### config.mk
export PLATFORM = sky130hd
export DESIGN_NAME = uart_tx_arb_flat
export DESIGN_NICKNAME = d
export VERILOG_FILES = /design/src/rtl/uart_tx_arb_pkg.sv /design/src/rtl/uart_tx_arb_if.sv /design/src/rtl/uart_tx_arb_rr_pick.sv /design/src/rtl/uart_tx_arb.sv /design/src/flat_wrapper.sv
export SDC_FILE = /design/constraint.sdc
export NUM_CORES = 1
export LEC_CHECK = 0
export BUFFER_PORTS_ARGS = -buffer_cell sky130_fd_sc_hd__buf_2
export CAP_MARGIN = 20
export CELL_PAD_IN_SITES_DETAIL_PLACEMENT = 0
export CELL_PAD_IN_SITES_GLOBAL_PLACEMENT = 1
export CORE_MARGIN = 4
export CORE_UTILIZATION = 40
export CTS_CLUSTER_DIAMETER = 120
export DETAILED_ROUTE_END_ITERATION = 8
export PLACE_DENSITY = 0.9
export SLEW_MARGIN = 20
export SYNTH_ARGS = -nofsm -noshare
export SYNTH_HDL_FRONTEND = slang
export SYNTH_SLANG_ARGS = --single-unit
export TNS_END_PERCENT = 30
### constraint.sdc
create_clock -name clk_i -period 8.7 [get_ports clk_i]
set_input_delay 1.74 -clock clk_i [delete_from_list [all_inputs] [get_ports clk_i]]
set_output_delay 1.74 -clock clk_i [all_outputs]
set_load 0.03 [all_outputs]
### src/rtl/uart_tx_arb_pkg.sv
// Shared FSM type, parameter defaults and small index helpers for the
// round-robin arbiter that feeds one uart_tx.
package uart_arb_pkg;

  typedef enum logic [1:0] {
    IDLE  = 2'd0,
    START = 2'd1,
    WAIT  = 2'd2
  } state_t;

  localparam int NREQ_DEF      = 4;
  localparam int TO_CYCLES_DEF = 20000;
  localparam int BAUD_RST_DEF  = 868;

  localparam logic [15:0] BAUD_MIN = 16'd16;

  function automatic int idx_width(input int n);
    return (n > 1) ? $clog2(n) : 1;
  endfunction

  function automatic int wrap_inc(input int v, input int n);
    return (v + 1 >= n) ? 0 : v + 1;
  endfunction

endpackage

### src/rtl/uart_tx_arb_if.sv
// Requester-side handshake bundle: per-requester valid/byte in, one-hot ready out.
interface uart_tx_arb_if
  import uart_arb_pkg::*;
#(
  parameter int NREQ = NREQ_DEF
) ();

  logic [NREQ-1:0]   req_valid_i;
  logic [8*NREQ-1:0] req_data_i;
  logic [NREQ-1:0]   req_ready_o;

  modport master (
    output req_valid_i,
    output req_data_i,
    input  req_ready_o
  );

  modport slave (
    input  req_valid_i,
    input  req_data_i,
    output req_ready_o
  );

endinterface

### src/rtl/uart_tx_arb_rr_pick.sv
// Combinational round-robin picker: first set request at or after ptr,
// wrapping modulo NREQ.
module rr_pick
  import uart_arb_pkg::*;
#(
  parameter int NREQ = NREQ_DEF,
  parameter int IW   = idx_width(NREQ)
) (
  input  logic [NREQ-1:0] req,
  input  logic [IW-1:0]   ptr,
  output logic [NREQ-1:0] gnt,
  output logic [IW-1:0]   idx,
  output logic            any
);

  logic [IW-1:0] slot;
  logic          hit;

  // Walk the slots in priority order; only the first hit is recorded.
  always_comb begin
    gnt  = '0;
    idx  = '0;
    any  = 1'b0;
    slot = '0;
    hit  = 1'b0;
    for (int i = 0; i < NREQ; i++) begin
      slot      = IW'((int'(ptr) + i >= NREQ) ? int'(ptr) + i - NREQ : int'(ptr) + i);
      hit       = !any && req[slot];
      gnt[slot] = gnt[slot] | hit;
      idx       = hit ? slot : idx;
      any       = any | hit;
    end
  end

endmodule

### src/rtl/uart_tx_arb.sv
// Round-robin arbiter sharing one uart_tx among NREQ byte requesters, with a
// per-frame timeout and an IDLE-only baud divisor update.
module uart_tx_arb
  import uart_arb_pkg::*;
#(
  parameter int  NREQ      = NREQ_DEF,
  parameter int  TO_CYCLES = TO_CYCLES_DEF,
  parameter int  BAUD_RST  = BAUD_RST_DEF,
  localparam int IW        = idx_width(NREQ),
  localparam int CW        = $clog2(TO_CYCLES + 1)
) (
  input  logic          clk_i,
  input  logic          rst_i,
  uart_tx_arb_if.slave  req,
  input  logic [15:0]   baud_div_i,
  output logic          tx_start_o,
  output logic [7:0]    tx_data_o,
  output logic [15:0]   baud_div_o,
  input  logic          tx_done_tick_i,
  output logic          busy_o,
  output logic [IW-1:0] grant_id_o,
  output logic          done_o,
  output logic          err_o
);

  state_t          state;
  state_t          state_next;
  logic [IW-1:0]   rr_ptr;
  logic [CW-1:0]   cnt;
  logic [NREQ-1:0] pick_gnt;
  logic [IW-1:0]   pick_idx;
  logic            pick_any;
  logic [NREQ-1:0] ready;
  logic            accept;
  logic            finish_done;
  logic            finish_err;
  logic [7:0]      sel_byte;

  rr_pick #(.NREQ(NREQ), .IW(IW)) u_pick (
    .req (req.req_valid_i),
    .ptr (rr_ptr),
    .gnt (pick_gnt),
    .idx (pick_idx),
    .any (pick_any)
  );

  // Next-state decode; ready is combinational so the accept lands in the same IDLE cycle.
  always_comb begin
    state_next  = state;
    accept      = 1'b0;
    ready       = '0;
    finish_done = 1'b0;
    finish_err  = 1'b0;
    case (state)
      IDLE: begin
        if (pick_any && !rst_i) begin
          accept     = 1'b1;
          ready      = pick_gnt;
          state_next = START;
        end else begin
          state_next = IDLE;
        end
      end
      START: state_next = WAIT;
      WAIT: begin
        // A done tick beats a simultaneous timeout.
        if (tx_done_tick_i) begin
          finish_done = 1'b1;
          state_next  = IDLE;
        end else if (cnt == CW'(TO_CYCLES - 1)) begin
          finish_err = 1'b1;
          state_next = IDLE;
        end else begin
          state_next = WAIT;
        end
      end
      default: state_next = IDLE;
    endcase
  end

  // Byte mux driven by the one-hot grant.
  always_comb begin
    sel_byte = 8'h00;
    for (int k = 0; k < NREQ; k++) begin
      sel_byte = sel_byte | ({8{pick_gnt[k]}} & req.req_data_i[8*k +: 8]);
    end
  end

  assign req.req_ready_o = ready;
  assign tx_start_o      = (state == START);
  assign busy_o          = (state != IDLE);

  // State register.
  always_ff @(posedge clk_i) begin
    if (rst_i) begin
      state <= IDLE;
    end else begin
      state <= state_next;
    end
  end

  // Datapath: latched frame, pointer, timeout counter, pulses and baud divisor.
  always_ff @(posedge clk_i) begin
    if (rst_i) begin
      rr_ptr     <= '0;
      cnt        <= '0;
      tx_data_o  <= 8'h00;
      grant_id_o <= '0;
      done_o     <= 1'b0;
      err_o      <= 1'b0;
      baud_div_o <= 16'(BAUD_RST);
    end else begin
      done_o <= finish_done;
      err_o  <= finish_err;
      if (accept) begin
        tx_data_o  <= sel_byte;
        grant_id_o <= pick_idx;
      end
      if (finish_done || finish_err) begin
        rr_ptr <= IW'(wrap_inc(int'(grant_id_o), NREQ));
      end
      // cnt holds the number of cycles elapsed since the tx_start_o pulse.
      case (state)
        START:   cnt <= CW'(1);
        WAIT:    cnt <= cnt + 1'b1;
        default: cnt <= '0;
      endcase
      if (state == IDLE && baud_div_i >= BAUD_MIN) begin
        baud_div_o <= baud_div_i;
      end
    end
  end

endmodule

### src/flat_wrapper.sv
// flat-port wrapper written by rule: the top's interface ports become plain ports
module uart_tx_arb_flat import uart_arb_pkg::*;
#(
  parameter int  NREQ      = NREQ_DEF,
  parameter int  TO_CYCLES = TO_CYCLES_DEF,
  parameter int  BAUD_RST  = BAUD_RST_DEF,
  localparam int IW        = idx_width(NREQ),
  localparam int CW        = $clog2(TO_CYCLES + 1)
)
  (clk_i, rst_i, baud_div_i, tx_start_o, tx_data_o, baud_div_o, tx_done_tick_i, busy_o, grant_id_o, done_o, err_o, req_req_valid_i, req_req_data_i, req_req_ready_o);
  uart_tx_arb_if #(.NREQ(NREQ)) req_i ();
  input  logic clk_i;
  input  logic rst_i;
  input  logic [15:0] baud_div_i;
  output logic tx_start_o;
  output logic [7:0] tx_data_o;
  output logic [15:0] baud_div_o;
  input  logic tx_done_tick_i;
  output logic busy_o;
  output logic [IW-1:0] grant_id_o;
  output logic done_o;
  output logic err_o;
  input wire logic [$bits(req_i.req_valid_i)-1:0] req_req_valid_i;
  input wire logic [$bits(req_i.req_data_i)-1:0] req_req_data_i;
  output wire logic [$bits(req_i.req_ready_o)-1:0] req_req_ready_o;
  assign req_i.req_valid_i = req_req_valid_i;
  assign req_i.req_data_i = req_req_data_i;
  assign req_req_ready_o = req_i.req_ready_o;
  uart_tx_arb #(.NREQ(NREQ), .TO_CYCLES(TO_CYCLES), .BAUD_RST(BAUD_RST)) u_core (.clk_i(clk_i), .rst_i(rst_i), .req(req_i), .baud_div_i(baud_div_i), .tx_start_o(tx_start_o), .tx_data_o(tx_data_o), .baud_div_o(baud_div_o), .tx_done_tick_i(tx_done_tick_i), .busy_o(busy_o), .grant_id_o(grant_id_o), .done_o(done_o), .err_o(err_o));
endmodule
==> results of run 1 <==
[worst max-delay path, cell delays in order]
cell and delay (ns):
buf_2 0.15, mux4_2 0.63, or3b_1 0.45, and3_1 0.20, o2bb2ai_2 0.17, o21ai_2 0.18
a32oi_4 0.19, o21ai_2 0.35, and2_1 0.18, buf_2 0.19
[power by group]
part	internal [W]	leakage [nW]	switching (W)
combinational	0.0000643	1.03	0.000115
sequential	0.000232	0.386	0.00000923
clock	0.0000930	0.0612	0.0000696
total	0.000389	1.47	0.000194
[metal layers]
layer / vias to the layer above / GRT usage, %
li1: 1354 / -
met1: 1204 / 20.8
met2: 111 / 26.4
met3: 10 / 4.27
met4: 0 / 3.84
met5: - / 0
[layout by cell type (no fill, tap or decap), types with 5 or more instances in the layout]
cell,Yosys,routed
buf_2,6,88
dfxtp_1,47,47
nand2_1,44,44
nor2_1,40,39
a21oi_1,18,18
inv_1,15,15
ha_1,13,13
mux2i_1,11,11
nand3_1,9,9
a311oi_1,9,9
xor2_1,9,9
a222oi_1,8,8
and3_1,7,7
o21ai_0,6,6
nor3_1,6,6
and2_1,6,6
clkbuf_8,0,6
nor4_1,5,5
or3_1,5,5
mux4_2,5,5
[worst max path at each step]
| stage | endpoint | slack [ns] | cells past startpoint | from |
|---|---|---|---|---|
| final | req_req_ready_o[2] | 2.52 | 10 | req_req_valid_i[3] |
| after global routing | req_req_ready_o[2] | 2.40 | 10 | req_req_valid_i[3] |
| after CTS | req_req_ready_o[2] | 2.54 | 10 | req_req_valid_i[3] |
| after detailed placement | req_req_ready_o[2] | 2.54 | 10 | req_req_valid_i[3] |
| after global placement | req_req_ready_o[2] | 2.59 | 10 | req_req_valid_i[3] |
| after floorplan | req_req_ready_o[2] | 2.86 | 9 | req_req_valid_i[3] |
[registers in the layout (all words and copies together), names as in the netlist]
signal,cells
u_core.grant_id_o,2
u_core.done_o,1
u_core.err_o,1
u_core.tx_data_o,8
u_core.state,2
u_core.rr_ptr,2
u_core.baud_div_o,16
u_core.cnt,15
[layout make-up]
type / count / area, µm² / share of cell area [%]
Clock buffer: 6 / 82.6 / 2.41
Clock inverter: 2 / 35.0 / 1.02
Inverter: 16 / 60.1 / 1.75
Multi-Input combinational cell: 251 / 1750 / 50.9
Sequential cell: 47 / 941 / 27.4
Tap cell: 96 / 120 / 3.50
Timing Repair Buffer: 89 / 448 / 13.0
[kinds of logic (layout without fill, tap and decap cells)]
family / Yosys count / count (layout) / synth area share (%)
AO/OA/AOI/OAI: 68 / 68 / 19.8
XOR/XNOR: 11 / 11 / 3.41
flip-flops: 47 / 47 / 33.3
buffers and inverters: 32 / 113 / 5.04
adder cells (fa/ha/maj): 13 / 13 / 5.75
AND/OR/NAND/NOR: 140 / 140 / 23.5
multiplexers: 19 / 19 / 9.20
[stage by stage]
stage	utilization (%)	total power [W]
floorplan	-	0.000374
global placement	48.5	0.000423
detailed placement	48.5	0.000425
CTS	50.2	0.000588
global route	50.3	0.000615
finish	50.3	0.000583
==> impl_metrics.ini, run 1 <==
[routing]
vias_per_cell = 5.28
firstDrtPassIters = 6
wl_met1_mm = 3.08
initialDrtViolationCount = 123
ant_nets = 0
totalWireLength_mm = 7.05
wl_per_cell_um = 13.9
via_count = 2679
highest_layer = met4
dr_wl_met2_mm = 3.32
drc = 0
met3_length_um = 568

[timing]
hold_viol = 0
hold_ws_ns = 0.456
finalCriticalPeriod_ns = 6.18
max_freq_ghz = 0.162
relSlewSlack_pct = 51.2
rsz0062_at_grt = no
drv_slew = 0
tightest_slew_ns = 0.731
final.setup.tns_ns = 0
finClkSkew_ns = 0.00904
min_period_over_period_pct = 71.0
setup_viol = 0
worst_slack_ns = 2.52

[min_path]
holdCritPathClass = flop to flop
min_path_cells = 2
hold_path.startpoint = u_core.baud_div_o[14]$_SDFFE_PP0P_
min_to = u_core.baud_div_o[14]$_SDFFE_PP0P_

[global_routing]
grt_pass1_wl_mm = 11.4
grt_pass1_vias = 2537
antenna_found_initial = 0
gr-usage-all-layers_pct = 16.0
grt-ovfl-total = 0
grt_max_degree = 34

[worst_setup_path]
worstSetupPathType = input pin to primary output
rrSetupSlack_ns = 4.62
critPathLaunchType = input pin
crit_fanout = 13
reg2reg_depth = 12
cp.arrival_ns = 4.44
r2r_start = u_core.rr_ptr[0]$_SDFFE_PP0P_
worst_setup_path_end_kind = primary output
worstPathRequired_ns = 6.96
reg2reg_to = u_core.tx_data_o[7]$_SDFFE_PP0P_

[clocking]
numCtsBuffers = 5
cts_root_buf = clkbuf_8
path_clk_slew_ns = 0.09
clock_sinks = 47
clk_path_buf_depth = 2
h-tree-depth = 2
cts.hold.buffers_added = 0
clk_latency_ns = 0.29
post-cts-setup-buffers = 0
post_cts_resized = 0
cts_tree = built

[yosys]
synth_warnings = 0
ys_ff_latch = 47
ys_types = 54
synth-main-ff-cell = dfxtp_1
synth-async-reset-ratio_pct = 0
seq_area_frac_synth_pct = 33.3
synthTopCellsByCount = dfxtp_1, nand2_1, nor2_1
syn_area_per_cell_um2 = 8.57
synth.top_cell.area_share_pct = 33.3
synthCells = 330
syn_area_um2 = 2830
synth.most_common_cell = dfxtp_1
synth_edf_count = 0
synth_area_leaders = dfxtp_1, nand2_1, ha_1
yosys.area.top_type = dfxtp_1
synth_nets = 398

[placed_design]
hpwl_mm = 5.36
placed_cell_area_um2 = 3310
post-place-ws_ns = 2.54
dp_cells = 499
io_buffers = 88
gp_congestion = 0.902

[floorplanning]
die_w_um = 92.1
core-area_um2 = 6830
initial_core_util_pct = 41.4
die_h_um = 92.1
rows = 30
die_area_um2 = 8480
pin_count = 89

[outcome]
status = complete, no violations

[power]
p_per_area_nw_per_um2 = 170
vdd_drop_max_v = 0.0000797
power.leakage_nw = 1.47

[layout]
final_area_um2 = 3430
nets = 478
syn2layout_area_growth_pct = 21.4
final_cells = 507
n_antenna_cell = 0
nFillCells = 675
drive_above_1_share_pct = 28.2

[run]
drv_cap = 0
Note: power is estimated with default switching activity, not from simulation.
==> inputs of run 2 (changes only) <==
--- a/config.mk
+++ b/config.mk
@@ -5,15 +5,16 @@
 export SDC_FILE = /design/constraint.sdc
 export NUM_CORES = 1
 export LEC_CHECK = 0
+export ABC_AREA = 1
 export BUFFER_PORTS_ARGS = -buffer_cell sky130_fd_sc_hd__buf_2
 export CAP_MARGIN = 20
 export CELL_PAD_IN_SITES_DETAIL_PLACEMENT = 0
 export CELL_PAD_IN_SITES_GLOBAL_PLACEMENT = 1
 export CORE_MARGIN = 4
-export CORE_UTILIZATION = 40
+export CORE_UTILIZATION = 32
 export CTS_CLUSTER_DIAMETER = 120
 export DETAILED_ROUTE_END_ITERATION = 8
-export PLACE_DENSITY = 0.9
+export PLACE_DENSITY = 0.81
 export SLEW_MARGIN = 20
 export SYNTH_ARGS = -nofsm -noshare
 export SYNTH_HDL_FRONTEND = slang
==> constraint.sdc (replaced) <==
create_clock -name clk_i -period 5.45 [get_ports clk_i]
set_input_delay 1.09 -clock clk_i [delete_from_list [all_inputs] [get_ports clk_i]]
set_output_delay 1.09 -clock clk_i [all_outputs]
set_load 0.03 [all_outputs]
==> impl_metrics.ini, run 2 <==
[min_path]
hold_path.startpoint = u_core.baud_div_o[5]$_SDFFE_PP1P_
min_to = u_core.baud_div_o[5]$_SDFFE_PP1P_
holdCritPathClass = flop to flop
min_path_cells = 2

[global_routing]
antenna_found_initial = 0
gr-usage-all-layers_pct = 14.3
grt_pass1_vias = 2776
grt_pass1_wl_mm = 12.4
grt-ovfl-total = 0
grt_max_degree = 28

[yosys]
yosys.area.top_type = dfxtp_1
synth_warnings = 0
synthTopCellsByCount = nand3_1, nand2_1, nor2_1
synth_edf_count = 0
seq_area_frac_synth_pct = 32.8
syn_area_um2 = 2870
synth-async-reset-ratio_pct = 0
synth.most_common_cell = nand3_1
synth_area_leaders = dfxtp_1, nand3_1, nand2_1
synth-main-ff-cell = dfxtp_1
ys_ff_latch = 47
synth.top_cell.area_share_pct = 32.8
ys_types = 30
synth_nets = 485
syn_area_per_cell_um2 = 6.88
synthCells = 417

[power]
p_per_area_nw_per_um2 = 312
power.leakage_nw = 1.69
vdd_drop_max_v = 0.000120

[layout]
final_cells = 613
nFillCells = 930
final_cell_mix = buf_2, nand3_1, nand2_1
multiInputGateArea_um2 = 1660
utilization_pct = 40.6
regArea_um2 = 941
nets = 572
n_antenna_cell = 0
final_common_cell = buf_2
syn2layout_area_growth_pct = 23.3
drive_above_1_share_pct = 25.3
largest_register = u_core.baud_div_o
largest_reg_flops = 16
top_regs = u_core.baud_div_o x16, u_core.cnt x15, u_core.tx_data_o x8

[timing]
tightest_slew_ns = 0.598
min_period_over_period_pct = 80.6
rsz0062_at_grt = no
drv_slew = 0
max_freq_ghz = 0.228
hold_viol = 0
relSlewSlack_pct = 60.0
finalCriticalPeriod_ns = 4.39
worst_slack_ns = 1.06
final.setup.tns_ns = 0
setup_viol = 0
finClkSkew_ns = 0.00725
hold_ws_ns = 0.474

[clocking]
cts_root_buf = clkbuf_8
path_clk_slew_ns = 0.08
cts.hold.buffers_added = 0
clock_sinks = 47
cts_tree = built
clk_latency_ns = 0.29
post_cts_resized = 0
h-tree-depth = 2
post-cts-setup-buffers = 0
clk_path_buf_depth = 2
numCtsBuffers = 5

[routing]
vias_per_cell = 4.72
highest_layer = met4
met3_length_um = 507
dr_wl_met2_mm = 3.40
initialDrtViolationCount = 133
totalWireLength_mm = 7.47
wl_met1_mm = 3.43
via_count = 2896
ant_nets = 0
drc = 0
wl_per_cell_um = 12.2
firstDrtPassIters = 5

[placed_design]
io_buffers = 88
hpwl_mm = 5.98
dp_cells = 605
post-place-ws_ns = 1.31
gp_congestion = 0.839

[worst_setup_path]
critPathLaunchType = flop
worst_setup_path_end_kind = primary output
cp.arrival_ns = 3.30
reg2reg_depth = 10
worstPathRequired_ns = 4.36
crit_fanout = 9
reg2reg_to = u_core.tx_data_o[1]$_SDFFE_PP0P_
rrSetupSlack_ns = 2.26
worstSetupPathType = flop to primary output
r2r_start = u_core.rr_ptr[1]$_SDFFE_PP0P_

[floorplanning]
die_w_um = 103
initial_core_util_pct = 32.9
rows = 34
core-area_um2 = 8720
pin_count = 89
die_h_um = 103
die_area_um2 = 10500

[outcome]
status = complete, no violations

[run]
drv_cap = 0
run 2: cell types whose count changed after synthesis, sizes merged, moves of 11 or more:
cell	change
nor2	+26
nand2	+43
a21oi	-14
o21ai	+11
nand3	+81
inv	+29
run 2: power by group:
group	total (W)	switching, W	leakage [nW]	internal (W)
sequential	0.000401	0.0000195	0.387	0.000381
clock	0.000296	0.000113	0.0654	0.000183
combinational	0.000407	0.000276	1.24	0.000132
run 2: stage by stage:
stage / total power, W / instance area, µm²
after detailed placement: 0.000818 / 3410
after global placement: 0.000817 / 3410
after floorplan: 0.000707 / 2870
after global routing: 0.00118 / 3540
final: 0.00110 / 3540
after CTS: 0.00112 / 3540
run 2: cells by family after synthesis:
logic type / share of synthesized area (%)
AND/OR/NAND/NOR: 45.2
flip-flops: 32.8
AO/OA/AOI/OAI: 6.28
XOR/XNOR: 0.305
adder cells (fa/ha/maj): 5.67
multiplexers: 0.349
buffers and inverters: 9.42
run 2: per-layer routing:
metal,track usage [%],vias up
met3,2.98,10
met4,4.14,0
met5,0,-
met2,24.3,89
li1,-,1531
met1,18.3,1266
run 2: worst max-delay path: stages, from the launching register on:
cell      delay (ns)
dfxtp_1         0.53
bufinv_8        0.27
ha_1            0.43
mux2i_1         0.36
nand2_4         0.11
nand3_1         0.12
nand3_1         0.07
nand3_1         0.11
nand2_2         0.08
nand3_1         0.10
nand3_1         0.11
nand3_2         0.11
nand2_4         0.10
nand3_4         0.12
nand2_1         0.07
nor2_1          0.10
buf_2           0.22
run 2: worst max-delay path by stage:
| stage | startpoint | to | slack [ns] | depth (start not counted) |
|---|---|---|---|---|
| floorplan | req_req_valid_i[3] | req_req_ready_o[0] | 1.54 | 18 |
| global placement | req_req_valid_i[2] | req_req_ready_o[3] | 1.28 | 20 |
| detailed placement | req_req_valid_i[2] | req_req_ready_o[3] | 1.31 | 20 |
| CTS | u_core.rr_ptr[1]$_SDFFE_PP0P_ | req_req_ready_o[3] | 1.06 | 16 |
| global route | u_core.rr_ptr[0]$_SDFFE_PP0P_ | req_req_ready_o[3] | 0.78 | 17 |
| finish | u_core.rr_ptr[1]$_SDFFE_PP0P_ | req_req_ready_o[3] | 1.06 | 16 |
run 2: area by class of cell:
cell class	instances	area share [%]
Inverter	49	6.12
Timing Repair Buffer	90	12.9
Clock inverter	2	1.70
Multi-Input combinational cell	311	46.9
Clock buffer	6	2.05
Tap cell	108	3.82
Sequential cell	47	26.6
